<file path="config.mk">
export PLATFORM = sky130hd
export DESIGN_NAME = booth_mac_divider
export DESIGN_NICKNAME = d
export VERILOG_FILES = /design/src/rtl/booth_mac_pkg.sv /design/src/rtl/booth_div_signfix.sv /design/src/rtl/booth_mac_divider.sv
export SDC_FILE = /design/constraint.sdc
export NUM_CORES = 1
export LEC_CHECK = 0
export ABC_CLOCK_PERIOD_IN_PS = 3800
export BUFFER_PORTS_ARGS = -buffer_cell sky130_fd_sc_hd__buf_4
export CAP_MARGIN = 5
export CORE_MARGIN = 2
export CORE_UTILIZATION = 59
export DETAILED_ROUTE_END_ITERATION = 7
export GPL_TIMING_DRIVEN = 1
export PLACE_DENSITY = 0.81
export SYNTH_ARGS = -nofsm -noshare
export SYNTH_HDL_FRONTEND = slang
export SYNTH_SLANG_ARGS = --single-unit
</file>
<file path="constraint.sdc">
create_clock -name clk -period 3.8 [get_ports clk]
set_input_delay 0.38 -clock clk [delete_from_list [all_inputs] [get_ports clk]]
set_output_delay 0.38 -clock clk [all_outputs]
set_load 0.1 [all_outputs]
</file>
<file path="src/rtl/booth_mac_pkg.sv">
// ============================================================================
// Module  : booth_mac_pkg
// Brief   : Shared types and constants for the Booth MAC datapath divider.
// Revision: 1.0 - initial release
// ============================================================================
`default_nettype none

package booth_mac_pkg;

    typedef enum logic [1:0] {
        IDLE = 2'd0,
        ITER = 2'd1,
        FIX  = 2'd2,
        DONE = 2'd3
    } div_state_e;

    localparam int   c_DEFAULT_DATA_WIDTH = 16;
    // Every quotient bit takes this value on divide-by-zero.
    localparam logic c_DZ_Q_BIT           = 1'b1;

endpackage

`default_nettype wire

</file>
<file path="src/rtl/booth_div_signfix.sv">
// ============================================================================
// Module  : booth_div_signfix
// Brief   : Operand magnitudes on entry and sign restoration of q/r on exit.
// Revision: 1.0 - initial release
// ============================================================================
`default_nettype none

module booth_div_signfix
    import booth_mac_pkg::*;
#(
    parameter int DATA_WIDTH = c_DEFAULT_DATA_WIDTH
) (
    input  logic [DATA_WIDTH-1:0] a,
    input  logic [DATA_WIDTH-1:0] b,
    input  logic                  neg_q,
    input  logic                  neg_r,
    input  logic [DATA_WIDTH-1:0] q_mag,
    input  logic [DATA_WIDTH-1:0] r_mag,
    output logic [DATA_WIDTH-1:0] abs_a,
    output logic [DATA_WIDTH-1:0] abs_b,
    output logic [DATA_WIDTH-1:0] q_fix,
    output logic [DATA_WIDTH-1:0] r_fix
);

    // Magnitudes are read as unsigned, so |most negative| stays representable.
    assign abs_a = a[DATA_WIDTH-1] ? (~a + 1'b1) : a;
    assign abs_b = b[DATA_WIDTH-1] ? (~b + 1'b1) : b;

    assign q_fix = neg_q ? (~q_mag + 1'b1) : q_mag;
    assign r_fix = neg_r ? (~r_mag + 1'b1) : r_mag;

endmodule

`default_nettype wire

</file>
<file path="src/rtl/booth_mac_divider.sv">
// ============================================================================
// Module  : booth_mac_divider
// Brief   : Iterative non-restoring radix-2 divider, one quotient bit/clock.
//           Signed operation when BOOTH_DIV_SIGNED_EN is defined.
// Revision: 1.0 - initial release
// ============================================================================
`default_nettype none

module booth_mac_divider
    import booth_mac_pkg::*;
#(
    parameter int DATA_WIDTH = c_DEFAULT_DATA_WIDTH,
    parameter int CNT_WIDTH  = $clog2(DATA_WIDTH) + 1
) (
    input  logic                  clk,
    input  logic                  rst,
    input  logic                  start,
    input  logic [DATA_WIDTH-1:0] a,
    input  logic [DATA_WIDTH-1:0] b,
    output logic                  busy,
    output logic [DATA_WIDTH-1:0] q,
    output logic [DATA_WIDTH-1:0] r,
    output logic                  dz,
    output logic                  done
);

    localparam logic [1:0] c_ST_IDLE = IDLE;
    localparam logic [1:0] c_ST_ITER = ITER;
    localparam logic [1:0] c_ST_FIX  = FIX;
    localparam logic [1:0] c_ST_DONE = DONE;

    localparam logic [CNT_WIDTH-1:0] c_CNT_LAST = CNT_WIDTH'(DATA_WIDTH - 1);

    logic [1:0]            r_state;
    logic [CNT_WIDTH-1:0]  r_cnt;
    logic [DATA_WIDTH:0]   r_p;
    logic [DATA_WIDTH-1:0] r_qr;
    logic [DATA_WIDTH-1:0] r_abs_b;
    logic [DATA_WIDTH-1:0] r_q;
    logic [DATA_WIDTH-1:0] r_r;
    logic                  r_dz;

    logic [DATA_WIDTH-1:0] w_abs_a;
    logic [DATA_WIDTH-1:0] w_abs_b;
    logic [DATA_WIDTH-1:0] w_r_mag;
    logic [DATA_WIDTH-1:0] w_q_out;
    logic [DATA_WIDTH-1:0] w_r_out;
    logic [DATA_WIDTH:0]   w_b_ext;
    logic [DATA_WIDTH:0]   w_shift_p;
    logic [DATA_WIDTH:0]   w_p_new;

    assign w_b_ext   = {1'b0, r_abs_b};
    assign w_shift_p = {r_p[DATA_WIDTH-1:0], r_qr[DATA_WIDTH-1]};
    assign w_p_new   = r_p[DATA_WIDTH] ? (w_shift_p + w_b_ext) : (w_shift_p - w_b_ext);

    // Restored remainder is non-negative and below |b|, so the low bits suffice.
    assign w_r_mag = r_p[DATA_WIDTH] ? (r_p[DATA_WIDTH-1:0] + r_abs_b) : r_p[DATA_WIDTH-1:0];

`ifdef BOOTH_DIV_SIGNED_EN
    logic r_neg_a;
    logic r_neg_b;

    booth_div_signfix #(
        .DATA_WIDTH (DATA_WIDTH)
    ) u_signfix (
        .a     (a),
        .b     (b),
        .neg_q (r_neg_a ^ r_neg_b),
        .neg_r (r_neg_a),
        .q_mag (r_qr),
        .r_mag (w_r_mag),
        .abs_a (w_abs_a),
        .abs_b (w_abs_b),
        .q_fix (w_q_out),
        .r_fix (w_r_out)
    );
`else
    assign w_abs_a = a;
    assign w_abs_b = b;
    assign w_q_out = r_qr;
    assign w_r_out = w_r_mag;
`endif

    always_ff @(posedge clk) begin
        if (!rst) begin
            r_state <= c_ST_IDLE;
            r_cnt   <= '0;
            r_p     <= '0;
            r_qr    <= '0;
            r_abs_b <= '0;
            r_q     <= '0;
            r_r     <= '0;
            r_dz    <= 1'b0;
`ifdef BOOTH_DIV_SIGNED_EN
            r_neg_a <= 1'b0;
            r_neg_b <= 1'b0;
`endif
        end else begin
            case (r_state)
                c_ST_IDLE: begin
                    if (start) begin
                        r_cnt <= '0;
`ifdef BOOTH_DIV_SIGNED_EN
                        r_neg_a <= a[DATA_WIDTH-1];
                        r_neg_b <= b[DATA_WIDTH-1];
`endif
                        if (b == '0) begin
                            r_q     <= {DATA_WIDTH{c_DZ_Q_BIT}};
                            r_r     <= a;
                            r_dz    <= 1'b1;
                            r_state <= c_ST_DONE;
                        end else begin
                            r_p     <= '0;
                            r_qr    <= w_abs_a;
                            r_abs_b <= w_abs_b;
                            r_state <= c_ST_ITER;
                        end
                    end
                end
                c_ST_ITER: begin
                    r_p  <= w_p_new;
                    r_qr <= {r_qr[DATA_WIDTH-2:0], ~w_p_new[DATA_WIDTH]};
                    if (r_cnt == c_CNT_LAST) begin
                        r_cnt   <= '0;
                        r_state <= c_ST_FIX;
                    end else begin
                        r_cnt <= r_cnt + 1'b1;
                    end
                end
                c_ST_FIX: begin
                    r_q     <= w_q_out;
                    r_r     <= w_r_out;
                    r_dz    <= 1'b0;
                    r_state <= c_ST_DONE;
                end
                default: begin
                    r_state <= c_ST_IDLE;
                end
            endcase
        end
    end

    assign busy = (r_state != c_ST_IDLE);
    assign done = (r_state == c_ST_DONE);
    assign q    = r_q;
    assign r    = r_r;
    assign dz   = r_dz;

endmodule

`default_nettype wire
</file>
==> summary.txt <==
DR pass1 iterations -> 5
Die Wd -> 101 um
Synthesized instance count -> 681
Clock-pin transition on the worst setup and hold timing paths -> 0.10 ns
Crit path top cell by count -> a21oi_1
Pwr/cell area -> 808 mW/mm^2
CP Data Required Time -> 4.05 ns
IO Pins -> 70
Final setup skew -> 0.0177 ns
Worst-Margin Slew -> 1.14 ns
Number of synthesized flops with an enable pin -> 0
Max-slew headroom -> 23.6%
Hold Fails Final Rpt -> 0
Initial DRC count -> 185
Pre-CTS setup slack -> 0.235 ns
Routed Antenna Nets -> 0
Gpl congestion -> 0.870
Clock Latency Late Sink -> 0.37 ns
Area Overhead vs Synth -> 14.2%
WL/cell -> 16.7 um
Power Total -> 5140 uW
Worst path slowest cell -> or4_4
Via Count -> 5091
Status -> completed
TritonCTS clock tree -> yes
Hold Buf Count CTS -> 0
Detailed-route wire length -> 14100 um
RSZ-0062 raised after global routing -> false
Peak VDD IR -> 0.000308 V
Fin Setup TNS -> 0 ns
First-pass GRT wire length -> 23600 um
H-Tree Depth -> 3
Synthesized area -> 0.00557 sq mm
Setup slack after layout -> 0.225 ns
Critical path class -> flip-flop to flip-flop
Std-Cell Rows -> 35
Layout cell share with drive strength beyond 1 -> 14.8%
Vias per cell -> 6.01
Max Clk Rate -> 280 MHz
Vias in the first global route -> 4865
Fin. max-slew vios -> 0
Final setup viols -> 0
Initial cell density of the core -> 60.5%
CP peak stage delay -> 0.57 ns
Core ar. -> 0.00920 sq mm
CTS sink count -> 89
Ordered cell list for the critical path -> or4_4 > or3_4 > nor4_2 > buf_4 > a21oi_1 > xor2_1 > ha_1 > a21o_1 > a21oi_1 > nor3_1 > a221o_1 > xnor2_1 > a32o_2
MaxCap Viol Count -> 0
N_diodes -> 0
Overflow after GRT -> 0
Seq/Total Area, Yosys -> 32.0%
Num CTS Buffers -> 9
Arrival @ worst endpoint -> 3.82 ns
Top FF cell, synth -> dfxtp_1
Synth cell types -> 62
Ys async rst share -> 0%
Max Root-Sink Buffers -> 2
Largest net degree at the start of global routing -> 45
Final nets -> 806
Leak -> 0.00264 uW
Post-DP HPWL -> 10600 um
Final min period -> 3.58 ns
Initial antenna violation count -> 0
Detailed-route DRC error count -> 0
Final period util -> 94.1%
Net Count, Synth -> 756
Min-delay worst type -> input pin to flip-flop
Crit path launch type -> flip-flop
Avg Cell Area, Syn -> 8.18 sq um
Port Buffers -> 69
Synth warn -> 0
Die area -> 0.0102 sq mm
CTS root buffer -> clkbuf_8
Crit path max fanout -> 7
Hold Slack -> 0.259 ns
Gr usage total -> 28.7%
#FFs+latches synth -> 89
Crit. End Element -> flip-flop
Die Span Y -> 101 um
## flip-flops by register name (all words and copies together), names as in the netlist
name and flops:
r_p 17, q 16, r 16, r_abs_b 16, r_qr 16, r_cnt 5
r_state 2, dz 1
## power breakdown
group | total, uW | internal [uW] | switching, uW
Clock | 776 | 412 | 365
Combinational | 2970 | 1060 | 1900
Sequential | 1390 | 1160 | 237
Total | 5140 | 2630 | 2500
## what timing repair did
action	4_1_cts	5_1_grt
gates resized for setup	0	2
setup endpoints to repair	0	2
setup buffers	0	0
## synth_stat cells (all sizes together), types with 7 or more instances
cell	count	area [sq um]
a211oi	26	195
a21o	7	52.6
a21oi	52	260
a311oi	17	149
buf	7	42.5
clkbuf	31	146
dfxtp	89	1780
ha	38	475
inv	39	146
mux2i	38	380
nand2	45	169
nand3	16	80.1
nor2	95	357
nor2b	8	50.1
nor3	13	76.3
o21ai	39	195
xnor2	19	174
xor2	22	193
## path summary, 6_finish.rpt
| path | start | slack (ns) | end | cells after the start |
|---|---|---|---|---|
| setup / recovery | r_abs_b[2] | 0.22 | r_p[16] | 13 |
| setup reg to reg | r_abs_b[2] | 0.22 | r_p[16] | 13 |
| hold reg to reg | r[5] | 0.47 | r[5] | 2 |
| hold / removal | b[6] | 0.26 | r_abs_b[6] | 3 |
## routing by layer
| layer | part of all wire, % | vias to the layer above | global-route usage, % |
|---|---|---|---|
| li1 | - | 2546 | - |
| met1 | 46 | 2349 | 39.0 |
| met2 | 47 | 174 | 46.9 |
| met3 | 5.8 | 22 | 5.11 |
| met4 | 2.0 | 0 | 8.63 |
| met5 | 0 | - | 0 |
## layout by cell type (no fill, tap or decap), types with 3 or more instances in the layout
cell and n:
mux2i_1 38, a21o_1 7, xor2_1 22, o21ai_0 38, nand3_1 16, nor2b_1 7
a22oi_1 4, nand4_1 5, nor2_1 95, a41oi_1 3, a31oi_1 4, clkbuf_8 11
buf_4 77, a211oi_1 26, o211ai_1 5, a311oi_1 17, nor4_1 4, a21oi_1 51
inv_1 38, xnor2_1 18, o21a_1 3, and3_1 4, dfxtp_1 89, ha_1 38
nand2_1 45, nand2b_1 4, o22ai_1 4, nor3_1 12
## metrics by stage
| stage | std cells | instance area [sq um] | utilization [%] |
|---|---|---|---|
| 2_1_floorplan | 681 | 5570 | - |
| 3_3_place_gp | 831 | 6110 | 66.5 |
| 3_5_place_dp | 831 | 6110 | 66.5 |
| 4_1_cts | 847 | 6350 | 69.0 |
| 5_1_grt | 847 | 6360 | 69.1 |
| 6_report | 847 | 6360 | 69.1 |
## critical path: cells and delay by family (launching register included)
family                   cells  cell delay (ns)
AO/OA/AOI/OAI                5             1.06
adder cells (fa/ha/maj)      1             0.35
XOR/XNOR                     2             0.32
buffers and inverters        1             0.17
AND/OR/NAND/NOR              4             1.16
flip-flops                   1             0.40
## final cells by class
| cell class | instances | area (sq um) |
|---|---|---|
| flip-flops and latches | 89 | 1780 |
| well taps | 111 | 139 |
| inverters | 39 | 146 |
| clock buffers | 11 | 151 |
| fillers | 783 | 2840 |
| repair buffers | 77 | 578 |
| clock inverters | 5 | 85.1 |
| multi-input cells | 515 | 3480 |
## kinds of logic (layout without fill, tap and decap cells)
logic type	after synthesis	after routing	synth area share [%]
mux	39	39	7.03
buf+inv	77	132	6.02
flops	89	89	32.0
fa+ha+maj	40	40	9.26
xor+xnor	41	41	6.58
simple gates	208	208	17.1
compound gates	187	187	22.0
Note: power is estimated with default switching activity, not from simulation.
